### src/rtl/hex_accum_fsm.sv
// hex_accum_fsm: serial hex calculator control FSM.
// Parses "<op>[hex]CR LF" lines from the UART, keeps a modulo accumulator
// and answers with a ROM message, the accumulator in ASCII hex, then CR LF.
// Ports:
//   CLK, RST_N         clock (rising edge), async active-low reset
//   RX_DATA_EN/_R      rx byte strobe, {stop err, parity err, byte}
//   HEX_FLG            rx byte is a hex digit (external decoder)
//   DC_HEX_DATA        decoded digit value of the rx byte
//   DC_ASCII_DATA      ASCII of HEX_DATA (external encoder)
//   DATA               ROM byte at ADDR (combinational)
//   TX_RDY_R           tx took TX_DATA_T, wants the next byte
//   TX_RDY_T           response in progress
//   TX_DATA_T          byte offered to tx
//   ASCII_DATA         rx byte passthrough to the hex decoder
//   HEX_DATA           accumulator nibble at the digit index
//   ADDR               ROM address
module hex_accum_fsm #(
   parameter int N_DIGITS = 16,
   parameter int SLOT_LG  = 4
) (
   input  logic               CLK,
   input  logic               RST_N,
   input  logic               RX_DATA_EN,
   input  logic [9:0]         RX_DATA_R,
   input  logic               HEX_FLG,
   input  logic [3:0]         DC_HEX_DATA,
   input  logic [7:0]         DC_ASCII_DATA,
   input  logic [7:0]         DATA,
   input  logic               TX_RDY_R,
   output logic               TX_RDY_T,
   output logic [7:0]         TX_DATA_T,
   output logic [7:0]         ASCII_DATA,
   output logic [3:0]         HEX_DATA,
   output logic [SLOT_LG+2:0] ADDR
);

   localparam int W   = 4 * (N_DIGITS + 1);
   localparam int OPW = 4 * N_DIGITS;
   localparam int AW  = SLOT_LG + 3;
   localparam int CW  = $clog2(N_DIGITS + 2);

   typedef enum logic [3:0] {
      S_IDLE, S_RDIG, S_RCR, S_RLF,
      S_TLOAD, S_TMSG, S_TDIG, S_TCR, S_TLF
   } state_t;

   typedef enum logic [1:0] {
      OP_ADD, OP_SUB, OP_CLR, OP_SHOW
   } op_t;

   state_t           state_q, state_nx;
   op_t              op_q, op_nx;
   logic [W-1:0]     acc_q, acc_nx;
   logic [OPW-1:0]   opnd_q, opnd_nx;
   logic [CW-1:0]    cnt_q, cnt_nx;
   logic [CW-1:0]    idx_q, idx_nx;
   logic             res_q, res_nx;
   logic             tx_rdy_q, tx_rdy_nx;
   logic [7:0]       tx_data_q, tx_data_nx;
   logic [AW-1:0]    addr_q, addr_nx;

   logic             err;
   logic [2:0]       err_slot;
   logic             exec;
   logic             dig;

   logic [7:0] rx_b;
   logic       rx_perr;
   logic       is_add, is_sub, is_clr, is_show;
   logic       is_cr, is_lf;
   logic       msg_end, cnt_full, idx_last, tx_go;

   assign rx_b    = RX_DATA_R[7:0];
   assign rx_perr = |RX_DATA_R[9:8];
   assign is_add  = rx_b == 8'h2B;
   assign is_sub  = rx_b == 8'h2D;
   assign is_clr  = (rx_b == 8'h43) || (rx_b == 8'h63);
   assign is_show = rx_b == 8'h3D;
   assign is_cr   = rx_b == 8'h0D;
   assign is_lf   = rx_b == 8'h0A;

   // message ends on a 00 byte or when ADDR has stepped past the slot
   assign msg_end  = (DATA == 8'h00) ||
                     (addr_q[SLOT_LG-1:0] == '0);
   assign cnt_full = cnt_q == CW'(N_DIGITS);
   assign idx_last = idx_q == CW'(N_DIGITS + 1);
   assign tx_go    = TX_RDY_R && tx_rdy_q;

   // state register
   always_ff @(posedge CLK or negedge RST_N) begin
      if (!RST_N) begin
         state_q   <= S_IDLE;
         op_q      <= OP_ADD;
         acc_q     <= '0;
         opnd_q    <= '0;
         cnt_q     <= '0;
         idx_q     <= '0;
         res_q     <= 1'b0;
         tx_rdy_q  <= 1'b0;
         tx_data_q <= 8'h00;
         addr_q    <= '0;
      end else begin
         state_q   <= state_nx;
         op_q      <= op_nx;
         acc_q     <= acc_nx;
         opnd_q    <= opnd_nx;
         cnt_q     <= cnt_nx;
         idx_q     <= idx_nx;
         res_q     <= res_nx;
         tx_rdy_q  <= tx_rdy_nx;
         tx_data_q <= tx_data_nx;
         addr_q    <= addr_nx;
      end
   end

   // next state
   always_comb begin
      state_nx = state_q;
      err      = 1'b0;
      err_slot = 3'd0;
      exec     = 1'b0;
      dig      = 1'b0;
      unique case (state_q)
         S_IDLE, S_RDIG, S_RCR, S_RLF: begin
            if (RX_DATA_EN) begin
               if (rx_perr) begin
                  err      = 1'b1;
                  err_slot = {1'b0, RX_DATA_R[9:8]};
               end else begin
                  unique case (state_q)
                     S_IDLE: begin
                        unique case (1'b1)
                           is_add, is_sub:  state_nx = S_RDIG;
                           is_clr, is_show: state_nx = S_RCR;
                           default: begin
                              err      = 1'b1;
                              err_slot = 3'd4;
                           end
                        endcase
                     end
                     S_RDIG: begin
                        if (HEX_FLG) begin
                           if (cnt_full) begin
                              err      = 1'b1;
                              err_slot = 3'd5;
                           end else begin
                              dig = 1'b1;
                           end
                        end else if (is_cr) begin
                           if (cnt_q == '0) begin
                              err      = 1'b1;
                              err_slot = 3'd6;
                           end else begin
                              state_nx = S_RLF;
                           end
                        end else begin
                           err      = 1'b1;
                           err_slot = 3'd4;
                        end
                     end
                     S_RCR: begin
                        if (is_cr) begin
                           state_nx = S_RLF;
                        end else begin
                           err      = 1'b1;
                           err_slot = 3'd4;
                        end
                     end
                     default: begin
                        if (is_lf) begin
                           exec     = 1'b1;
                           state_nx = S_TLOAD;
                        end else begin
                           err      = 1'b1;
                           err_slot = 3'd4;
                        end
                     end
                  endcase
               end
               if (err) state_nx = S_TLOAD;
            end
         end
         S_TLOAD: state_nx = S_TMSG;
         S_TMSG: begin
            if (tx_go && msg_end)
               state_nx = res_q ? S_TDIG : S_TCR;
         end
         S_TDIG: begin
            if (tx_go && idx_last) state_nx = S_TCR;
         end
         S_TCR: begin
            if (tx_go) state_nx = S_TLF;
         end
         S_TLF: begin
            if (tx_go) state_nx = S_IDLE;
         end
         default: state_nx = S_IDLE;
      endcase
   end

   // datapath and outputs
   always_comb begin
      op_nx      = op_q;
      acc_nx     = acc_q;
      opnd_nx    = opnd_q;
      cnt_nx     = cnt_q;
      idx_nx     = idx_q;
      res_nx     = res_q;
      tx_rdy_nx  = tx_rdy_q;
      tx_data_nx = tx_data_q;
      addr_nx    = addr_q;

      if (state_q == S_IDLE && RX_DATA_EN && !rx_perr) begin
         if (is_add)       op_nx = OP_ADD;
         else if (is_sub)  op_nx = OP_SUB;
         else if (is_clr)  op_nx = OP_CLR;
         else if (is_show) op_nx = OP_SHOW;
      end

      if (dig) begin
         opnd_nx = (opnd_q << 4) | OPW'(DC_HEX_DATA);
         cnt_nx  = cnt_q + CW'(1);
      end

      if (err) begin
         addr_nx = {err_slot, {SLOT_LG{1'b0}}};
         opnd_nx = '0;
         cnt_nx  = '0;
         res_nx  = 1'b0;
      end

      if (exec) begin
         unique case (op_q)
            OP_ADD:  acc_nx = acc_q + W'(opnd_q);
            OP_SUB:  acc_nx = acc_q - W'(opnd_q);
            OP_CLR:  acc_nx = '0;
            default: acc_nx = acc_q;
         endcase
         res_nx  = 1'b1;
         addr_nx = '0;
         opnd_nx = '0;
         cnt_nx  = '0;
      end

      unique case (state_q)
         S_TLOAD: begin
            tx_data_nx = DATA;
            tx_rdy_nx  = 1'b1;
            addr_nx    = addr_q + AW'(1);
         end
         S_TMSG: begin
            if (tx_go) begin
               if (msg_end) begin
                  if (res_q) begin
                     tx_data_nx = DC_ASCII_DATA;
                     idx_nx     = CW'(1);
                  end else begin
                     tx_data_nx = 8'h0D;
                  end
               end else begin
                  tx_data_nx = DATA;
                  addr_nx    = addr_q + AW'(1);
               end
            end
         end
         S_TDIG: begin
            if (tx_go) begin
               if (idx_last) begin
                  tx_data_nx = 8'h0D;
                  idx_nx     = '0;
                  res_nx     = 1'b0;
               end else begin
                  tx_data_nx = DC_ASCII_DATA;
                  idx_nx     = idx_q + CW'(1);
               end
            end
         end
         S_TCR: begin
            if (tx_go) tx_data_nx = 8'h0A;
         end
         S_TLF: begin
            if (tx_go) tx_rdy_nx = 1'b0;
         end
         default: ;
      endcase
   end

   // MS nibble at index 0; indices past the last digit read as 0
   always_comb begin
      HEX_DATA = 4'h0;
      for (int i = 0; i <= N_DIGITS; i++) begin
         if (idx_q == CW'(i)) HEX_DATA = acc_q[4*(N_DIGITS-i) +: 4];
      end
   end

   assign ASCII_DATA = rx_b;
   assign TX_RDY_T   = tx_rdy_q;
   assign TX_DATA_T  = tx_data_q;
   assign ADDR       = addr_q;

endmodule

### config.mk
export PLATFORM = sky130hd
export DESIGN_NAME = hex_accum_fsm
export DESIGN_NICKNAME = d
export VERILOG_FILES = /design/src/rtl/hex_accum_fsm.sv
export SDC_FILE = /design/constraint.sdc
export NUM_CORES = 1
export LEC_CHECK = 0
export CORE_MARGIN = 10
export CORE_UTILIZATION = 65
export CTS_CLUSTER_SIZE = 40
export DETAILED_ROUTE_END_ITERATION = 10
export DONT_BUFFER_PORTS = 1
export GPL_TIMING_DRIVEN = 1
export PLACE_DENSITY_LB_ADDON = 0.25
export SLEW_MARGIN = 20
export SYNTH_ARGS = -nofsm -noshare
export SYNTH_HDL_FRONTEND = slang
export SYNTH_SLANG_ARGS = --single-unit
### constraint.sdc
create_clock -name CLK -period 8.9 [get_ports CLK]
set_clock_uncertainty 0.15 [all_clocks]
set_input_delay 0.445 -clock CLK [delete_from_list [all_inputs] [get_ports CLK]]
set_output_delay 0.445 -clock CLK [all_outputs]
set_load 0.01 [all_outputs]
==> qor.yml, run 1 <==
clock_network:
  numCtsBuffers: 17
  clock-root-buffer: "clkbuf_16"
  clk_latency_ps: 450
  cts-resized-gates: 0
  path_clk_slew_ps: 80
  h-tree-depth: 4
  ctsHoldBuffers: 6
  cts_tree: "yes"
  clock_sinks: 165
  clk_path_buf_depth: 2
  post-cts-setup-buffer-count: 0
outcome:
  outcome: "finished clean"
sta:
  tightest_slew_ps: 960
  holdWs_ps: 60.2
  rsz0062_at_grt: "no"
  fin_crit_ps: 5890
  finalSetupViolCount: 0
  finalHoldViolCount: 0
  tns_ps: 0
  report.final.slew_viol_count: 0
  fmax_mhz: 170
  layout_setup_ws_ps: 3010
  slew_headroom_pct: 36.0
  post-route-period-util_pct: 66.2
logic_synthesis:
  synth_fa_ha_area_share_pct: 7.29
  synth_compound_area_share_pct: 26.0
  ys_seq_area_share_pct: 30.6
  synth_mux_area_share_pct: 0.687
  postSynthAreaPerCell_sq_um: 7.66
  synthSimpleGateAreaFrac_pct: 23.4
  synth-async-reset-ratio_pct: 100
  ys.flop_type: "dfrtp_1"
  netlist_area_sq_um: 13500
  synth_edf_count: 0
  synth_area_leaders: "dfrtp_1 (31%), nand2_1 (8.9%), a21oi_1 (7.3%)"
  synth_nets: 1873
  synthDominantCellAreaShare_pct: 30.6
  yosys_warnings: 0
  ys_seq_elements: 165
  synth_xor_area_share_pct: 7.79
  synth_top_family_by_area: "compound AO/OA/AOI/OAI gates"
  yosysTopAreaCell: "dfrtp_1"
  synth.distinct_cells: 79
  syn_inst: 1760
setup_path:
  path_max_fanout: 9
  crit_type: "reg -> reg"
  arrival_ps: 6070
  worst_r2r_path_depth: 19
  cp_data_required_time_ps: 9070
  r2r_start: "opnd_q[2]$_DFFE_PN0P_"
  endpoint_kind: "register"
  rr_endpoint: "acc_q[61]$_DFFE_PN0P_"
  r2r_slack_ps: 3010
  cp-start-kind: "register"
min_path:
  hold_end: "op_q[0]$_DFFE_PN0P_"
  hold_class: "in -> reg"
  worstHoldPathCells: 2
  holdCritStartpoint: "RX_DATA_R[3]"
placement:
  place.gp.congestion: 0.997
  preCtsSetupSlack_ps: 3120
  dp_hpwl_um: 28000
  port_buffers: 0
finish:
  final_util_pct: 69.9
  diodes: 0
  fillers: 1648
  final_nets: 1805
  drive_gt1_share_pct: 4.05
  area_growth_pct: 5.28
grt:
  grt_overflow: 0
  grt_pass1_wl_um: 64200
  grt_max_degree: 166
  track_usage_pct: 29.2
  antenna_found_initial: 0
  grt_pass1_vias: 12444
route:
  drc_errors: 0
  drt_iter0_drc: 1468
  routedWlPerCell_um: 20.0
  via_per_inst: 6.69
  num_vias: 13218
  drtPass1Iterations: 7
  finalWirelength_um: 39400
  ant_nets: 0
die:
  die_h_um: 164
  die_w_um: 164
  start_util_pct: 66.4
  die_area_sq_um: 26900
  core_area_sq_um: 20300
  fp-row-count: 52
  ios: 63
power:
  ir_drop_v: 0.000184
  p_leak_uw: 0.00650
  cellPowerDensity_nw_per_um2: 327
run:
  cap_violations: 0
==> state kept, by name (all words and copies together) (netlist names) <==
register / flops
ADDR: 7
TX_DATA_T: 8
TX_RDY_T: 1
acc_q: 68
cnt_q: 5
idx_q: 5
op_q: 2
opnd_q: 64
res_q: 1
state_q: 4
==> cell usage after synthesis, types with 15 or more instances <==
cell	number
nor2b_1	19
o31ai_1	18
inv_1	39
nand2b_1	17
a21oi_1	196
dfrtp_1	165
o21ai_0	146
xnor2_1	65
or3_1	15
nor3_1	39
and3_1	21
nand2_1	319
nand4_1	19
clkbuf_1	91
xor2_1	55
nor2_1	117
o22ai_1	15
a31oi_1	17
nand3_1	40
ha_1	77
a21o_1	44
==> stage by stage <==
step           power [uW]  instances  cell area, sq um
2_1_floorplan        3130       1760             13500
3_3_place_gp         3690       1937             13500
3_5_place_dp         3730       1937             13500
4_1_cts              4550       1975             14200
5_1_grt              4960       1975             14200
6_report             4640       1975             14200
==> placed cells by master (no fill, tap or decap), drive strengths merged, types with 10 or more instances in the layout <==
cell,synthesis,routed
nand2,320,320
a21oi,196,196
dfrtp,165,165
o21ai,149,149
nor2,118,118
ha,77,77
xnor2,65,65
xor2,55,55
inv,39,46
a21o,44,44
nand3,40,40
nor3,39,39
and3,21,21
nand4,19,19
nor2b,19,19
o31ai,18,18
nand2b,17,17
a31oi,17,17
clkbuf,91,17
or3,17,17
o22ai,15,15
and2,14,14
o21a,14,14
nor4,13,13
o211ai,11,11
a211oi,10,10
o21bai,10,10
buf,11,10
or4,10,10
==> area by class of cell <==
type	instances	area [sq um]	area share, %
inverters	39	146	1.03
multi-input cells	1454	8810	62.1
clock inverters	15	204	1.44
well taps	270	338	2.38
repair buffers	15	145	1.02
flip-flops and latches	165	4130	29.1
clock buffers	17	425	3.00
==> how the worst max path moves through the flow <==
stage | start | end | slack (ps) | cells past startpoint
floorplan | opnd_q[16]$_DFFE_PN0P_ | acc_q[55]$_DFFE_PN0P_ | 3660 | 19
global placement | opnd_q[16]$_DFFE_PN0P_ | acc_q[65]$_DFFE_PN0P_ | 3250 | 18
detailed placement | opnd_q[15]$_DFFE_PN0P_ | acc_q[65]$_DFFE_PN0P_ | 3120 | 18
CTS | opnd_q[16]$_DFFE_PN0P_ | acc_q[65]$_DFFE_PN0P_ | 3110 | 18
global route | opnd_q[2]$_DFFE_PN0P_ | acc_q[61]$_DFFE_PN0P_ | 2480 | 19
finish | opnd_q[2]$_DFFE_PN0P_ | acc_q[61]$_DFFE_PN0P_ | 3010 | 19
==> logic make-up (layout without fill, tap and decap cells) <==
family          after synthesis  count (layout)
compound gates              569             569
xor+xnor                    120             120
fa+ha+maj                    78              78
buf+inv                     141              86
flops                       165             165
mux                           9               9
simple gates                678             678
==> routing by layer <==
metal	global-route usage [%]	up-vias	routed length, um
met4	11.3	0	1290
met2	45.7	625	17900
met3	6.56	114	3610
li1	-	6169	-
met5	0	-	0
met1	38.7	6310	16600
==> worst max-delay path, stage by stage, from the launching register on <==
cell	delay, ps
dfrtp_1	440
nor3_1	430
nor3b_1	620
nand2_1	160
o31ai_1	410
nand2_1	220
a21oi_1	330
o21ai_0	190
xnor2_1	170
ha_1	460
nand2_1	110
or3_1	380
a21o_1	170
a221oi_1	300
o21ai_0	140
o211ai_1	210
a21boi_0	230
o311ai_1	360
xnor2_1	170
o21ai_0	90
==> where the power goes <==
group,switching (uW),internal [uW],leakage [uW],total (uW)
clock,384,409,0.000307,793
combinational,1770,1170,0.00395,2940
sequential,105,803,0.00224,909
(Power assumes the default switching activity.)
==> inputs of run 2 (changes only) <==
==> constraint.sdc (replaced) <==
create_clock -name CLK -period 5.7 [get_ports CLK]
set_clock_uncertainty 0.15 [all_clocks]
set_input_delay 0.285 -clock CLK [delete_from_list [all_inputs] [get_ports CLK]]
set_output_delay 0.285 -clock CLK [all_outputs]
set_load 0.01 [all_outputs]
==> run 2 against run 1 <==
Effect of this change: first-iteration DRC count increased by 13%; worst hold slack got worse by 50 ps; via count increased by 1.6%; count of clock-buffer cells in the layout unchanged; total power increased by 57%; highest routed layer unchanged.
==> qor.yml, run 2 (synthesis gave the netlist of run 1 again) <==
min_path:
  hold_class: "in -> reg"
grt:
  grt_pass1_vias: 12583
  grt_pass1_wl_um: 64600
  grt_overflow: 0
  antenna_found_initial: 0
  grt_max_degree: 166
  track_usage_pct: 29.3
clock_network:
  cts_tree: "yes"
  post-cts-setup-buffer-count: 0
  clock-root-buffer: "clkbuf_16"
  clk_path_buf_depth: 2
  clock_sinks: 165
  h-tree-depth: 4
  path_clk_slew_ps: 80
  numCtsBuffers: 17
  clk_latency_ps: 440
die:
  die_area_sq_um: 26900
  start_util_pct: 66.4
  die_h_um: 164
  die_w_um: 164
  ios: 63
  fp-row-count: 52
  core_area_sq_um: 20300
setup_path:
  endpoint_kind: "register"
  crit_type: "reg -> reg"
  cp_cell_sequence: "inv_1 -> ha_1 -> nand2b_1 -> or3_1 -> nand2b_1 -> or3_4 -> nor3_4 -> a21oi_1 -> xnor2_1 -> ha_1 -> buf_4 -> a221oi_1 -> o21ai_0 -> or4_4 -> o21ai_2 -> a311o_1 -> a21oi_1 -> a21bo_2 -> a211o_1 -> a22o_1"
  cp_data_required_time_ps: 5880
  arrival_ps: 5650
  cp-start-kind: "register"
  critPathSlowestCell: "or4_4"
  path_buf_inv: 2
  path_max_fanout: 8
  slowest_delay_ps: 570
  critPathTopFamily: "simple AND/OR/NAND/NOR gates"
  r2r_slack_ps: 240
sta:
  tightest_slew_ps: 950
  finalHoldViolCount: 0
  report.final.slew_viol_count: 0
  post-route-period-util_pct: 95.8
  holdWs_ps: 10.0
  fin_crit_ps: 5460
  slew_headroom_pct: 36.4
  finalSetupViolCount: 0
  fmax_mhz: 183
finish:
  largest_reg_flops: 68
  final_area_sq_um: 14500
  layout_common_cells: "nand2_1 (319), a21oi_1 (196), dfrtp_1 (165)"
  diodes: 0
  instances_no_fill: 2014
  final_nets: 1844
  area_growth_pct: 7.74
  layout_commonest_cell: "nand2_1"
  largest_register: "acc_q"
  drive_gt1_share_pct: 5.68
route:
  finalWirelength_um: 39900
  ant_nets: 0
  drtPass1Iterations: 9
  via_per_inst: 6.67
  routedWlPerCell_um: 19.8
  num_vias: 13432
  drc_errors: 0
  drt_iter0_drc: 1654
placement:
  port_buffers: 0
  dp_hpwl_um: 28400
  post_dp_cell_area_sq_um: 13700
  place_inst: 1960
  place.gp.congestion: 1.01
power:
  p_leak_uw: 0.00665
  ir_drop_v: 0.000304
  cellPowerDensity_nw_per_um2: 502
run:
  cap_violations: 0
outcome:
  outcome: "finished clean"
==> run 2: cell count changes in the layout (fill, tap and decap cells not counted), moves of 2 or more <==
cell           before  now
buf_4               9   32
dlygate4sd3_1       5   21
clkinvlp_4          0    3
nor3_1             39   36
clkinv_4            0    2
clkinv_8            6    4
nor3_2              0    2
==> run 2: timing repair <==
action,CTS,global route
hold buffers,22,0
hold endpoints to repair,182,0
resized for setup,0,10
endpoints found under the setup margin,0,9
==> run 2: layout make-up <==
type                       count  area (sq um)
clock inverter                15           168
fill                        1614          5770
sequential                   165          4130
clock buffer                  17           425
timing repair buffer          54           478
inverter                      39           146
multi-input combinational   1454          8840
tap                          270           338
==> run 2: worst paths after layout <==
| check | end | startpoint | cells after the start |
|---|---|---|---|
| setup / recovery | acc_q[65]$_DFFE_PN0P_ | opnd_q[0]$_DFFE_PN0P_ | 20 |
| hold / removal | op_q[1]$_DFFE_PN0P_ | RX_DATA_R[0] | 2 |
| setup reg to reg | acc_q[65]$_DFFE_PN0P_ | opnd_q[0]$_DFFE_PN0P_ | 20 |
| hold reg to reg | acc_q[10]$_DFFE_PN0P_ | acc_q[10]$_DFFE_PN0P_ | 2 |
| max in group asynchronous | acc_q[57]$_DFFE_PN0P_ | RST_N | 2 |
| min in group asynchronous | acc_q[16]$_DFFE_PN0P_ | RST_N | 2 |
==> run 2: per-layer routing <==
metal / global-route usage, % / up-vias / share of wire, %
li1: - / 6240 / -
met1: 38.6 / 6368 / 41
met2: 46.6 / 707 / 46
met3: 5.98 / 117 / 9.6
met4: 11.0 / 0 / 3.5
met5: 0 / - / 0
==> run 2: power by group <==
part	switching [uW]	internal, uW	total, uW
combinational	2780	1930	4710
clock	578	588	1170
sequential	166	1250	1420
==> run 2: stage by stage <==
step / util [%] / setup slack (ps) / total power [uW] / setup TNS (ps)
after floorplan: - / 463 / 4890 / 0
after global placement: 67.3 / 263 / 5820 / 0
after detailed placement: 67.3 / 141 / 5900 / 0
after CTS: 71.4 / 131 / 7130 / 0
after global routing: 71.6 / -2.53 / 7810 / -2.53
final: 71.6 / 238 / 7300 / 0
